==> src/rtl/stopwatch_pkg.sv <==
// stopwatch_pkg: shared types and constants for the stopwatch core; STOPWATCH_LAP_EN adds the LAP state.
package stopwatch_pkg;
    typedef logic [3:0] bcd_digit_t;
`ifdef STOPWATCH_LAP_EN
    typedef enum logic [1:0] {IDLE, RUN, STOP, LAP} state_t;
`else
    typedef enum logic [1:0] {IDLE, RUN, STOP} state_t;
`endif
    localparam int NUM_DIGITS = 6;
    // index 0 is cs_u, index 5 is min_t
    localparam int DIGIT_MOD [NUM_DIGITS] = '{10, 10, 10, 6, 10, 10};
    localparam logic [23:0] BCD_ZERO = '0;
    function automatic bcd_digit_t digit_next(bcd_digit_t q, logic clr, logic inc, bcd_digit_t top);
        return clr ? '0 : !inc ? q : (q == top) ? '0 : q + 4'd1;
    endfunction
endpackage

==> src/rtl/bcd_digit_counter.sv <==
// bcd_digit_counter: one BCD digit rolling over at MOD, with synchronous clear and ripple carry.
module bcd_digit_counter
    import stopwatch_pkg::*;
#(
    parameter int MOD = 10
) (
    input  logic       clk,
    input  logic       rst_n,
    input  logic       clr,
    input  logic       inc,
    output bcd_digit_t q,
    output logic       co
);
    assign co = inc & (q == bcd_digit_t'(MOD - 1));
    always_ff @(posedge clk or negedge rst_n) begin
        if (!rst_n) q <= '0;
        else q <= digit_next(q, clr, inc, bcd_digit_t'(MOD - 1));
    end
endmodule

==> src/rtl/stopwatch_ctrl.sv <==
// stopwatch_ctrl: mm:ss.cc BCD stopwatch with start/stop/clear FSM; STOPWATCH_LAP_EN enables the lap freeze.
module stopwatch_ctrl
    import stopwatch_pkg::*;
#(
    parameter int MIN_LIMIT = 59
) (
    input  logic        clk,
    input  logic        rst_n,
    input  logic        tick_100hz,
    input  logic        btn_ss,
    input  logic        btn_lc,
    output logic [23:0] bcd,
    output logic        running,
    output logic        lap_frozen,
    output logic        wrap
);
    localparam bcd_digit_t LIM_T = bcd_digit_t'(MIN_LIMIT / 10);
    localparam bcd_digit_t LIM_U = bcd_digit_t'(MIN_LIMIT % 10);
    state_t      state;
    logic        tick_d;
    bcd_digit_t  q [NUM_DIGITS];
    logic [6:0]  ci;
    logic [23:0] live_next;
    logic        counting, clear_cmd, wrap_now, clr;
`ifdef STOPWATCH_LAP_EN
    logic [23:0] lap;
    assign counting = (state == RUN) || (state == LAP);
`else
    assign counting = state == RUN;
    assign lap_frozen = 1'b0;
`endif
    assign ci[0]     = tick_100hz & ~tick_d & counting;
    assign clear_cmd = (state == STOP) & btn_lc & ~btn_ss;
    // ci[6] only fires past 99 minutes, which always means a wrap
    assign wrap_now  = (ci[4] & (q[5] == LIM_T) & (q[4] == LIM_U)) | ci[6];
    assign clr       = clear_cmd | wrap_now;
    for (genvar g = 0; g < NUM_DIGITS; g++) begin : g_digit
        bcd_digit_counter #(.MOD(DIGIT_MOD[g])) u_digit (
            .clk  (clk),
            .rst_n(rst_n),
            .clr  (clr),
            .inc  (ci[g]),
            .q    (q[g]),
            .co   (ci[g+1])
        );
        assign live_next[g*4 +: 4] = digit_next(q[g], clr, ci[g], bcd_digit_t'(DIGIT_MOD[g] - 1));
    end
    always_ff @(posedge clk or negedge rst_n) begin
        if (!rst_n) begin
            state   <= IDLE;
            tick_d  <= 1'b0;
            bcd     <= BCD_ZERO;
            running <= 1'b0;
            wrap    <= 1'b0;
`ifdef STOPWATCH_LAP_EN
            lap_frozen <= 1'b0;
            lap        <= BCD_ZERO;
`endif
        end else begin
            tick_d <= tick_100hz;
            wrap   <= wrap_now;
`ifdef STOPWATCH_LAP_EN
            bcd <= (state == LAP && !btn_ss && !btn_lc) ? lap : live_next;
`else
            bcd <= live_next;
`endif
            case (state)
                IDLE: if (btn_ss) begin
                    state   <= RUN;
                    running <= 1'b1;
                end
                RUN: if (btn_ss) begin
                    state   <= STOP;
                    running <= 1'b0;
                end
`ifdef STOPWATCH_LAP_EN
                else if (btn_lc) begin
                    state      <= LAP;
                    lap_frozen <= 1'b1;
                    lap        <= live_next;
                end
                LAP: if (btn_ss) begin
                    state      <= STOP;
                    running    <= 1'b0;
                    lap_frozen <= 1'b0;
                end else if (btn_lc) begin
                    state      <= RUN;
                    lap_frozen <= 1'b0;
                end
`endif
                STOP: if (btn_ss) begin
                    state   <= RUN;
                    running <= 1'b1;
                end else if (btn_lc) begin
                    state <= IDLE;
                end
                default: state <= IDLE;
            endcase
        end
    end
endmodule

==> config.mk <==
export PLATFORM = sky130hd
export DESIGN_NAME = stopwatch_ctrl
export DESIGN_NICKNAME = d
export VERILOG_FILES = /design/src/rtl/stopwatch_pkg.sv /design/src/rtl/bcd_digit_counter.sv /design/src/rtl/stopwatch_ctrl.sv
export SDC_FILE = /design/constraint.sdc
export NUM_CORES = 1
export LEC_CHECK = 0
export BUFFER_PORTS_ARGS = -buffer_cell sky130_fd_sc_hd__buf_2
export CAP_MARGIN = 20
export CORE_UTILIZATION = 54
export DETAILED_ROUTE_END_ITERATION = 8
export PLACE_DENSITY_LB_ADDON = 0.25
export SYNTH_ARGS = -nofsm -noshare
export SYNTH_HDL_FRONTEND = slang
export SYNTH_SLANG_ARGS = --single-unit
==> constraint.sdc <==
create_clock -name clk -period 2.3 [get_ports clk]
set_input_delay 0.46 -clock clk [delete_from_list [all_inputs] [get_ports clk]]
set_output_delay 0.46 -clock clk [all_outputs]
set_load 0.01 [all_outputs]
=== Yosys cells after proc, flatten, opt, wreduce, memory -nomap -nowiden ===
Cells that the tools add are included.

* Output and inout bits: 27
* Flip-flop bits (word level): 53
* Input bits: 5

* Equal/unequal tests: 13
* Reductions and logical operators: 5
* Bitwise logic cells: 16
* $add $sub $neg: 6
* Multiplexer cells: 26

{| class="wikitable"
|+ Operators with widths
! kind !! number
|-
| 2-to-1 mux 4 bit || 18
|-
| adder 4 x 1 -> 4 bit, second input constant || 6
|-
| equality test 4 bit, second input constant || 5
|-
| AND 1 bit || 12
|-
| equality test 4 x 3 -> 1 bit, second input constant || 2
|-
| 2-to-1 mux 2 bit || 4
|-
| one-hot mux 2 bit (3 select lines) || 1
|-
| AND reduction 3 bit || 2
|-
| != test 2 bit, second input constant || 2
|-
| != test 3 bit, second input constant || 1
|-
| equality test 2 x 1 -> 1 bit, second input constant || 1
|-
| equality test 2 bit, second input constant || 1
|-
| logical NOT 2 bit || 1
|-
| 2-to-1 mux 1 bit || 2
|-
| != test 2 x 1 -> 1 bit, second input constant || 1
|-
| inverter 1 bit || 2
|-
| OR 1 bit || 2
|-
| one-hot mux 1 bit (2 select lines) || 1
|-
| nonzero test 2 bit || 1
|-
| OR reduction 2 bit || 1
|}

=== Logic depth before layout (Yosys ltp) ===
Gate-level depths: netlist of run 1.

* Depth after elaboration: 12
* Depth in mapped cells: 7

=== Modules after synthesis ===
From an unflattened synthesis of run 1, not the netlist that was laid out.

* Cell total of the unflattened synthesis: 301
* Area total of the unflattened synthesis: 2930.3 um2

{| class="wikitable"
|+ Modules (own cells, without submodules)
! module !! cells each !! area an instance (um2) !! instances !! sequential area each (um2)
|-
| stopwatch_ctrl || 147 || 1500.2 || 1 || 725.7
|-
| bcd_digit_counter (g_digit[0].u_digit ...) || 26 || 241.5 || 5 || 100.1
|-
| bcd_digit_counter (g_digit[3].u_digit) || 24 || 222.7 || 1 || 100.1
|}

=== Least setup slack after synthesis of run 1 ===
Ideal clock, no wire load.

* Path kind: reg-to-reg
* Start: reg g_digit[0].u_digit.q[1]
* End: reg g_digit[5].u_digit.q[2]
* Library setup time: 0.078 ns
* Stages on the path, launching flop included: 7
* Buffers on the path: 0
* Arrival: 1.721 ns
* Path slack: 0.501 ns
* Period minus slack after synthesis: 1.799 ns
* Data required time: 2.222 ns
* Cells stage by stage: dfrtp_1 inv_1 ha_1 and3b_1 nand4_4 or4b_1 a21oi_1

* Longest elaborated chain between the ends: 10
* Elaborated cells between the ends (all ways): 13
* Those cells by class: eq/ne (1); mux (2); bitwise (10)

{| class="wikitable"
|+ RTL lines
! element !! RTL line !! RTL
|-
| start: declaration || bcd_digit_counter.sv:11 || <nowiki>output bcd_digit_t q,</nowiki>
|-
| start signal: assignment || bcd_digit_counter.sv:17 || <nowiki>else q <= digit_next(q, clr, inc, bcd_digit_t'(MOD - 1));</nowiki>
|-
| equality test 4 bit (*) || bcd_digit_counter.sv:14 || <nowiki>assign co = inc & (q == bcd_digit_t'(MOD - 1));</nowiki>
|-
| AND 1 bit (*) (4 in series) || bcd_digit_counter.sv:14 ||
|-
| AND 1 bit (on tied branches) (2 in series) || stopwatch_ctrl.sv:35, bcd_digit_counter.sv:14 ||
|-
| OR 1 bit || stopwatch_ctrl.sv:35 || <nowiki>assign wrap_now = (ci[4] & (q[5] == LIM_T) & (q[4] == LIM_U)) | ci[6];</nowiki>
|-
| OR 1 bit || stopwatch_ctrl.sv:36 || <nowiki>assign clr = clear_cmd | wrap_now;</nowiki>
|-
| 2-to-1 mux 4 bit (*) || stopwatch_pkg.sv:14 || <nowiki>return clr ? '0 : !inc ? q : (q == top) ? '0 : q + 4'd1;</nowiki>
|-
| end signal: assignment || bcd_digit_counter.sv:17 ||
|-
| end: declaration || bcd_digit_counter.sv:11 ||
|}

Every way passes the cells marked *; elsewhere a longest branch is shown, timed or not.
A chain may end at the register's enable or synchronous reset.

=== Final worst setup path of run 1 ===
* Start: reg g_digit[0].u_digit.q[1]
* End: reg bcd[23]

* Longest elaborated chain between the ends: 10
* Elaborated cells between the ends (all ways): 13
* Those cells by class: eq/ne (1); mux (2); bitwise (10)

{| class="wikitable"
|+ RTL lines
! element !! RTL line !! RTL
|-
| equality test 4 bit (*) || bcd_digit_counter.sv:14 ||
|-
| AND 1 bit (*) (4 in series) || bcd_digit_counter.sv:14 ||
|-
| AND 1 bit (on tied branches) (2 in series) || stopwatch_ctrl.sv:35, bcd_digit_counter.sv:14 ||
|-
| OR 1 bit || stopwatch_ctrl.sv:35 ||
|-
| OR 1 bit || stopwatch_ctrl.sv:36 ||
|-
| 2-to-1 mux 4 bit (*) || - ||
|-
| end signal: assignment || stopwatch_ctrl.sv:65 || <nowiki>bcd <= live_next;</nowiki>
|-
| end: declaration || stopwatch_ctrl.sv:12 || <nowiki>output logic [23:0] bcd,</nowiki>
|}

Marks and branches as above.

==> impl_results.md, run 1 <==
- Status: complete, but fails checks
- Failing checks: design-rule violations
- Row count: 19
- Die Wd: 57.56 microns
- TritonCTS clock tree: built
- Hold Crit Class: in -> async
- Register area share after synthesis: 43.54%
- Setup TNS: 0 ps
- Root Buffer Master: clkbuf_4
- Vias in the first global route: 1,310
- VDD IR-drop max: 0.3748 mV
- Final hold vios: 0
- Switching Fraction: 30.81%
- Slew @ Worst Pin: 634.3 ps
- Pwr Density: 561.4 nW/um^2
- Post-Synthesis Cells: 173
- Die Height: 57.56 microns
- Largest net degree at the start of global routing: 30
- Post-synth ARST share: 100.0%
- Slowest library cell on the worst path: or4b_1
- Crit path capture type: register
- Yosys cell types: 38
- Final Critical Period: 2075 ps
- Critical path type: reg -> reg
- Max-slew headroom: 57.71%
- Final Setup Violations: 0
- Syn nets: 190
- Clock power frac: 28.7%
- Starting Density: 58.91%
- Routed WL: 3.532 mm
- Io pins: 32
- CTS sink count: 29
- Critical Path, Cell by Cell: inv_1, ha_1, and3b_1, nand4_4, or4b_1, a21oi_1
- I/O Buffers: 30
- Final WS setup: 224.7 ps
- Worst EP arrival: 2340 ps
- Via density: 6.050
- Setup bufs post-CTS: 0
- Switching pwr: 0.0003277 W
- Share of cells above drive strength 1: 20.77%
- Total congestion overflow: 0
- Register bit total from synthesis: 29
- Crit path max-delay family: simple AND/OR/NAND/NOR gates
- Final nets: 223
- Gate power share: 15.7%
- Slew Limit Fails: 0
- CP Max Fanout: 19
- WL/cell: 14.84 microns
- Placed cell area: 1837 sq um
- Final period util: 90.23%
- Ant diodes: 0
- Sequential Power Share: 55.6%
- Worst Path Buf+Inv: 1
- Max Clk Rate: 481.9 MHz
- Syn avg cell area: 9.634 sq um
- Setup Slack @ Placement: 199.6 ps
- Final ANT Viol Nets: 0
- Hold Buf Count CTS: 0
- Leak: 0.9352 nW
- Cell area after layout: 1894 sq um
- DRT Pass-1 Iters: 6
- First-pass GRT wire length: 6.078 mm
- Clk_lat worst skew: 330 ps
- DR iter-0 viols: 52
- GRT Total Usage: 24.12%
- Initial antenna violation count: 0
- Setup crit start kind: register
- Vias: 1,440
- DIE AREA: 3313 sq um
- Post-synth EDFFs: 0
- Clk buf depth: 2
- Synthesized cell area: 1667 sq um
- Max-Cap Viols: 0
- Area Overhead vs Synth: 13.66%
- CTS H-tree lvls: 2
- Worst-path clk slew: 100 ps
- Remaining DRCs: 2
- Post-DP HPWL: 2.496 mm
- RD Place Congestion: 0.8199
- Cts bufs inserted: 5
- Top_reg_cell synth: dfrtp_1
- Required @ worst endpoint: 2560 ps
- Yosys warning count: 0
- CP max stage delay: 600 ps
- RSZ-0062 raised after global routing: false
- Total power: 0.001063 W
- Pint: 0.0007357 W
- Clock Skew: 12.33 ps
- Core area: 2829 sq um
## metal layers
metal	share of wire [%]	track usage [%]	vias to the layer above
li1	-	-	699
met1	47	31.76	705
met2	48	37.87	26
met3	3.0	5.215	10
met4	2.1	11.50	0
met5	0	0	-
## worst reg2reg max path, stage by stage, from the launching register on
cell and delay, ps:
dfrtp_1 410, inv_1 80, ha_1 190, and3b_1 310, nand4_4 260, or4b_1 600, a21oi_1 160
## placed cells by master, fill, tap and decap left out, drive strengths merged, types with 2 or more instances in the layout
| cell type | count |
|---|---|
| o31ai | 6 |
| or3 | 4 |
| nand2 | 16 |
| nand3 | 8 |
| nor3b | 2 |
| inv | 9 |
| clkinv | 2 |
| a21o | 3 |
| mux2i | 2 |
| buf | 32 |
| o21ai | 15 |
| ha | 12 |
| a21oi | 17 |
| nor2 | 6 |
| clkbuf | 6 |
| nor3 | 6 |
| xnor2 | 2 |
| and3b | 5 |
| or4b | 4 |
| or4 | 3 |
| dfrtp | 29 |
| nand2b | 2 |
## registers in the layout (all words and copies together) (netlist names)
register / cells
tick_d: 1
running: 1
state: 2
bcd: 6
wrap: 1
g_digit.u_digit.q: 18
## cells in the mapped netlist, types with 2 or more instances
master	number	area share [%]
a21o_1	3	1.4
a21oi_1	17	5.1
and3b_1	5	2.6
clkbuf_1	4	0.90
dfrtp_1	29	44
ha_1	12	9.0
inv_1	9	2.0
mux2i_1	2	1.2
nand2_1	16	3.6
nand2b_1	2	0.75
nand3_1	8	2.4
nor2_1	6	1.4
nor3_1	6	1.8
nor3b_1	2	0.90
o21ai_0	15	4.5
o31ai_1	6	2.7
or3_1	4	1.5
or4_1	3	1.4
or4b_1	4	2.4
xnor2_1	2	1.1
## kinds of logic (layout without fill, tap and decap cells)
group | count (synthesis) | count (layout) | synth area share [%]
AO/OA/AOI/OAI | 46 | 46 | 16.07
other | 1 | 1 | 0.2250
XOR/XNOR | 3 | 3 | 1.577
flip-flops | 29 | 29 | 43.54
adder cells (fa/ha/maj) | 12 | 12 | 9.009
multiplexers | 2 | 2 | 1.201
buffers and inverters | 15 | 49 | 4.054
AND/OR/NAND/NOR | 65 | 65 | 24.32
## per-stage QoR
step	utilization, %	instances	hold WS [ps]
2_1_floorplan	-	173	164.4
5_1_grt	66.96	238	193.3
4_1_cts	66.74	238	152.4
3_5_place_dp	64.93	230	491.9
6_report	66.96	238	130.4
3_3_place_gp	64.93	230	486.7
## worst paths after layout
path / start / endpoint / slack [ps] / depth (start not counted)
min reg2reg: running$_DFFE_PN0P_ / running$_DFFE_PN0P_ / 510 / 2
max: g_digit[0].u_digit.q[1]$_DFFE_PN0P_ / bcd[23]$_DFFE_PN0P_ / 220 / 6
max reg2reg: g_digit[0].u_digit.q[1]$_DFFE_PN0P_ / bcd[23]$_DFFE_PN0P_ / 220 / 6
min in group clk: tick_100hz / tick_d$_DFF_PN0_ / 250 / 1
max in group asynchronous: rst_n / g_digit[5].u_digit.q[2]$_DFFE_PN0P_ / 1740 / 1
min: rst_n / bcd[3]$_DFFE_PN0P_ / 130 / 1
## timing repair
action / in CTS / in global routing
endpoints found under the hold margin: 0 / 0
endpoints found under the setup margin: 0 / 5
gates resized for setup: 0 / 2
## cell type report
type | instances | area (sq um)
Inverter | 9 | 33.78
Sequential cell | 29 | 725.7
Multi-Input combinational cell | 129 | 879.6
Fill cell | 244 | 934.6
Clock buffer | 6 | 41.29
Tap cell | 31 | 38.79
Clock inverter | 2 | 10.01
Timing Repair Buffer | 32 | 165.2
## power groups by stage
stage | sequential, W | clock (W) | combinational [W]
2_1_floorplan | 0.000607 | 0 | 0.0000945
3_3_place_gp | 0.000597 | 0 | 0.000162
3_5_place_dp | 0.000600 | 0 | 0.000169
4_1_cts | 0.000590 | 0.000314 | 0.000169
5_1_grt | 0.000597 | 0.000332 | 0.000188
6_report | 0.000591 | 0.000305 | 0.000167
(Power assumes the default switching activity.)
==> inputs of run 2 (changes only) <==
--- a/config.mk
+++ b/config.mk
@@ -10,6 +10,7 @@
 export CORE_UTILIZATION = 54
 export DETAILED_ROUTE_END_ITERATION = 8
 export PLACE_DENSITY_LB_ADDON = 0.25
+export RECOVER_POWER = 25
 export SYNTH_ARGS = -nofsm -noshare
 export SYNTH_HDL_FRONTEND = slang
 export SYNTH_SLANG_ARGS = --single-unit
==> impl_results.md, run 2 (synthesized netlist as in run 1, its figures left out) <==
- Status: complete, but fails checks
- Failing checks: design-rule violations, max-capacitance violations, max-slew violations
- Clk buf depth: 2
- Pwr Density: 561.8 nW/um^2
- Total power: 0.001063 W
- Critical Path, Cell by Cell: inv_1, ha_1, and3b_1, nand4_4, or4b_1, a21oi_1
- Fillers: 244
- Root Buffer Master: clkbuf_4
- Total congestion overflow: 0
- Slowest library cell on the worst path: or4b_1
- Required @ worst endpoint: 2560 ps
- Crit. Startpoint: g_digit[0].u_digit.q[1]$_DFFE_PN0P_
- RD Place Congestion: 0.8199
- Setup crit start kind: register
- Vias in the first global route: 1,310
- Post-DP HPWL: 2.496 mm
- Io pins: 32
- Hold Buf Count CTS: 0
- Sequential Power Share: 55.6%
- Met2 usage: 37.87%
- Critical path type: reg -> reg
- Clock power frac: 28.7%
- Placed cells: 230
- WHS Path Cells: 1
- Worst Path Buf+Inv: 1
- Crit path capture type: register
- Switching pwr: 0.0003276 W
- TritonCTS clock tree: built
- Final Setup Violations: 0
- Slew @ Worst Pin: 1522 ps
- DIE AREA: 3313 sq um
- Commonest non-fill, non-tap cells in the layout: dfrtp_1, buf_2, a21oi_1
- Cts bufs inserted: 5
- I/O Buffers: 30
- Leak: 0.9297 nW
- Commonest non-fill, non-tap cell in the layout: dfrtp_1
- Worst-path clk slew: 100 ps
- Core area: 2829 sq um
- Initial antenna violation count: 0
- Crit path max-delay family: simple AND/OR/NAND/NOR gates
- Die Height: 57.56 microns
- DR iter-0 viols: 52
- CTS sink count: 29
- RSZ-0062 raised after global routing: false
- Largest register FFs: 18
- Worst r2r src: g_digit[0].u_digit.q[1]$_DFFE_PN0P_
- CP Max Fanout: 19
- Setup TNS: 0 ps
- Non-Filler Instances: 238
- Routed WL: 3.530 mm
- Critical path endpoint: bcd[23]$_DFFE_PN0P_
- Slew Limit Fails: 30
- Vias: 1,440
- Final Critical Period: 2075 ps
- R2R Path End: bcd[23]$_DFFE_PN0P_
- Switching Fraction: 30.83%
- Largest registers: g_digit.u_digit.q: 18 flops, bcd: 6 flops, state: 2 flops
- Die Wd: 57.56 microns
- GRT Max-Usage Layer: met2
- Share of cells above drive strength 1: 19.81%
- Register-to-Register Path Depth: 6
- Starting Density: 58.91%
- GRT Total Usage: 24.12%
- Final hold vios: 0
- Row count: 19
- VDD IR-drop max: 0.3748 mV
- Clk_lat worst skew: 330 ps
- Final nets: 223
- Gate power share: 15.7%
- CP max stage delay: 600 ps
- WL/cell: 14.83 microns
- Global routing met1 resource utilization: 31.76%
- CTS H-tree lvls: 2
- Max Clk Rate: 481.9 MHz
- Most flops, register: g_digit.u_digit.q
- Final ANT Viol Nets: 0
- Max-slew headroom: -1.476%
- Remaining DRCs: 2
- Area Overhead vs Synth: 13.51%
- Setup bufs post-CTS: 0
- Pint: 0.0007352 W
- Worst EP arrival: 2340 ps
- DRT Pass-1 Iters: 6
- Clock Skew: 12.33 ps
- Ant diodes: 0
- Final period util: 90.23%
- Post-cts sizing count: 0
- Setup Slack @ Placement: 199.6 ps
- Slack of the worst reg-to-reg path: 220 ps
- Via density: 6.050
- First-pass GRT wire length: 6.078 mm
- Hold Crit Class: in -> reg
- Max-Cap Viols: 1
- Final WS setup: 224.7 ps
- Largest net degree at the start of global routing: 30
- Met3 usage: 5.215%
- Critical path depth: 6
run 2: changes by cell type in the layout (fill, tap and decap cells not counted), sizes merged:
cell / change
buf: -2
clkbuf: +2
run 2: area by class of cell:
| type | instances | area [sq um] | share of cell area, % |
|---|---|---|---|
| clock buffer | 6 | 41.29 | 2.183 |
| tap | 31 | 38.79 | 2.050 |
| multi-input combinational | 129 | 879.6 | 46.49 |
| sequential | 29 | 725.7 | 38.36 |
| clock inverter | 2 | 10.01 | 0.5291 |
| timing repair buffer | 32 | 162.7 | 8.598 |
| inverter | 9 | 33.78 | 1.786 |
run 2: power by group through the flow:
stage	logic (W)	clock network (W)	registers [W]
finish	0.000167	0.000305	0.000591
CTS	0.000169	0.000314	0.000590
global placement	0.000162	0	0.000597
global route	0.000187	0.000332	0.000597
floorplan	0.0000945	0	0.000607
detailed placement	0.000169	0	0.000600
run 2: how the worst min path moves through the flow:
stage	startpoint	to	slack, ps
after floorplan	rst_n	bcd[11]$_DFFE_PN0P_	160
after global placement	running$_DFFE_PN0P_	running$_DFFE_PN0P_	490
after detailed placement	running$_DFFE_PN0P_	running$_DFFE_PN0P_	490
after CTS	rst_n	g_digit[1].u_digit.q[1]$_DFFE_PN0P_	150
after global routing	tick_100hz	tick_d$_DFF_PN0_	250
final	tick_100hz	tick_d$_DFF_PN0_	250
run 2: metal layers:
metal	vias to the layer above	share of wire [%]
met1	705	47
met2	26	48
li1	699	-
met4	0	2.1
met5	-	0
met3	10	3.0
run 2: stage by stage:
stage | hold slack, ps | util (%) | area (sq um)
2_1_floorplan | 164.4 | - | 1667
3_3_place_gp | 486.7 | 64.93 | 1837
3_5_place_dp | 491.9 | 64.93 | 1837
4_1_cts | 152.4 | 66.74 | 1888
5_1_grt | 245.8 | 66.87 | 1892
6_report | 253.2 | 66.87 | 1892
==> inputs of run 3 (changes only) <==
--- a/config.mk
+++ b/config.mk
@@ -5,7 +5,7 @@
 export SDC_FILE = /design/constraint.sdc
 export NUM_CORES = 1
 export LEC_CHECK = 0
-export BUFFER_PORTS_ARGS = -buffer_cell sky130_fd_sc_hd__buf_2
+export BUFFER_PORTS_ARGS = -buffer_cell sky130_fd_sc_hd__clkbuf_2
 export CAP_MARGIN = 20
 export CORE_UTILIZATION = 54
 export DETAILED_ROUTE_END_ITERATION = 8
==> impl_results.md, run 3 (synthesized netlist as in run 1, its figures left out) <==
- GRT Total Usage: 22.65%
- Root Buffer Master: clkbuf_4
- Via density: 5.992
- Clock Skew: 14.10 ps
- Ant diodes: 0
- Slowest library cell on the worst path: or4b_1
- Die Wd: 57.56 microns
- Post-cts sizing count: 0
- Die Height: 57.56 microns
- CP max stage delay: 590 ps
- Final nets: 223
- Worst-path clk slew: 100 ps
- Worst Path Buf+Inv: 1
- Setup TNS: 0 ps
- Critical Path, Cell by Cell: inv_1, ha_1, and3b_1, nand4_4, or4b_1, a21oi_1
- First-pass GRT wire length: 5.671 mm
- Final Setup Violations: 0
- I/O Buffers: 30
- Setup crit start kind: register
- VDD IR-drop max: 0.3864 mV
- Core area: 2829 sq um
- DIE AREA: 3313 sq um
- Largest register FFs: 18
- Pwr Density: 564.8 nW/um^2
- Status: complete, but fails checks
- Setup bufs post-CTS: 0
- Crit path capture type: register
- Failing checks: design-rule violations, max-capacitance violations, max-slew violations
- TritonCTS clock tree: built
- Initial antenna violation count: 0
- Commonest non-fill, non-tap cells in the layout: dfrtp_1, clkbuf_2, a21oi_1
- Cts bufs inserted: 5
- Setup Slack @ Placement: 236.0 ps
- Slew Limit Fails: 30
- Area Overhead vs Synth: 12.99%
- Most flops, register: g_digit.u_digit.q
- Critical path type: reg -> reg
- Required @ worst endpoint: 2540 ps
- Largest net degree at the start of global routing: 30
- Vias: 1,426
- DR iter-0 viols: 77
- Share of cells above drive strength 1: 17.87%
- Leak: 0.9017 nW
- Hold Buf Count CTS: 0
- Crit path max-delay family: simple AND/OR/NAND/NOR gates
- Total congestion overflow: 0
- CTS sink count: 29
- CTS H-tree lvls: 2
- Slew @ Worst Pin: 1538 ps
- Final ANT Viol Nets: 0
- RSZ-0062 raised after global routing: false
- Final hold vios: 0
- Starting Density: 58.91%
- Max-slew headroom: -2.530%
- Worst EP arrival: 2390 ps
- CP Max Fanout: 19
- Clk_lat worst skew: 330 ps
- Post-DP HPWL: 2.430 mm
- Final Critical Period: 2147 ps
- Clk buf depth: 2
- DRT Pass-1 Iters: 8
- Remaining DRCs: 1
- Final WS setup: 153.3 ps
- Max Clk Rate: 465.8 MHz
- Io pins: 32
- RD Place Congestion: 0.8217
- WL/cell: 14.48 microns
- Hold Crit Class: in -> reg
- Row count: 19
- Final period util: 93.33%
- Max-Cap Viols: 1
- Routed WL: 3.447 mm
- Commonest non-fill, non-tap cell in the layout: dfrtp_1
- Vias in the first global route: 1,232
- Largest registers: g_digit.u_digit.q: 18 flops, bcd: 6 flops, state: 2 flops
run 3: cell count changes in the layout (fill, tap and decap cells not counted):
cell	before	now
o31ai_2	1	0
clkbuf_1	3	5
and3b_2	1	0
clkinv_2	2	0
o31ai_1	5	6
clkbuf_2	0	28
and3b_1	4	5
buf_2	28	0
run 3: per-stage QoR:
| stage | instance area, sq um | power [W] | std cells | utilization [%] | hold WS [ps] |
|---|---|---|---|---|---|
| after floorplan | 1667 | 0.0007013 | 173 | - | 164.4 |
| after global placement | 1837 | 0.0007596 | 230 | 64.93 | 491.7 |
| after detailed placement | 1837 | 0.0007736 | 230 | 64.93 | 511.5 |
| after CTS | 1886 | 0.001074 | 238 | 66.65 | 178.3 |
| after global routing | 1883 | 0.001118 | 238 | 66.56 | 241.7 |
| final | 1883 | 0.001063 | 238 | 66.56 | 261.0 |
run 3: cell type report:
type                    count  area [sq um]
repair buffers             32         162.7
flip-flops and latches     29         725.7
inverters                   9         33.78
well taps                  31         38.79
clock buffers               8         48.80
fillers                   243         945.9
multi-input cells         129         873.3
run 3: final timing paths:
kind	start	to	slack (ps)	cells past startpoint
setup / recovery	g_digit[2].u_digit.q[1]$_DFFE_PN0P_	g_digit[5].u_digit.q[2]$_DFFE_PN0P_	150	6
hold / removal	tick_100hz	tick_d$_DFF_PN0_	260	1
setup reg to reg	g_digit[2].u_digit.q[1]$_DFFE_PN0P_	g_digit[5].u_digit.q[2]$_DFFE_PN0P_	150	6
hold reg to reg	running$_DFFE_PN0P_	running$_DFFE_PN0P_	530	2
max in group asynchronous	rst_n	running$_DFFE_PN0P_	900	1
min in group asynchronous	rst_n	g_digit[2].u_digit.q[1]$_DFFE_PN0P_	490	1
run 3: report_power, final:
group	total, W	switching, W	internal, W
clock	0.000301	0.000179	0.000122
sequential	0.000591	0.0000460	0.000545
combinational	0.000171	0.0000966	0.0000744
total	0.00106	0.000322	0.000741
run 3: per-layer routing:
metal	share of wire, %	routed length (microns)	GRT usage (%)
met5	0	0	0
met4	1.3	46	10.45
met3	3.7	129	4.762
met2	48	1654	36.38
met1	47	1617	29.35
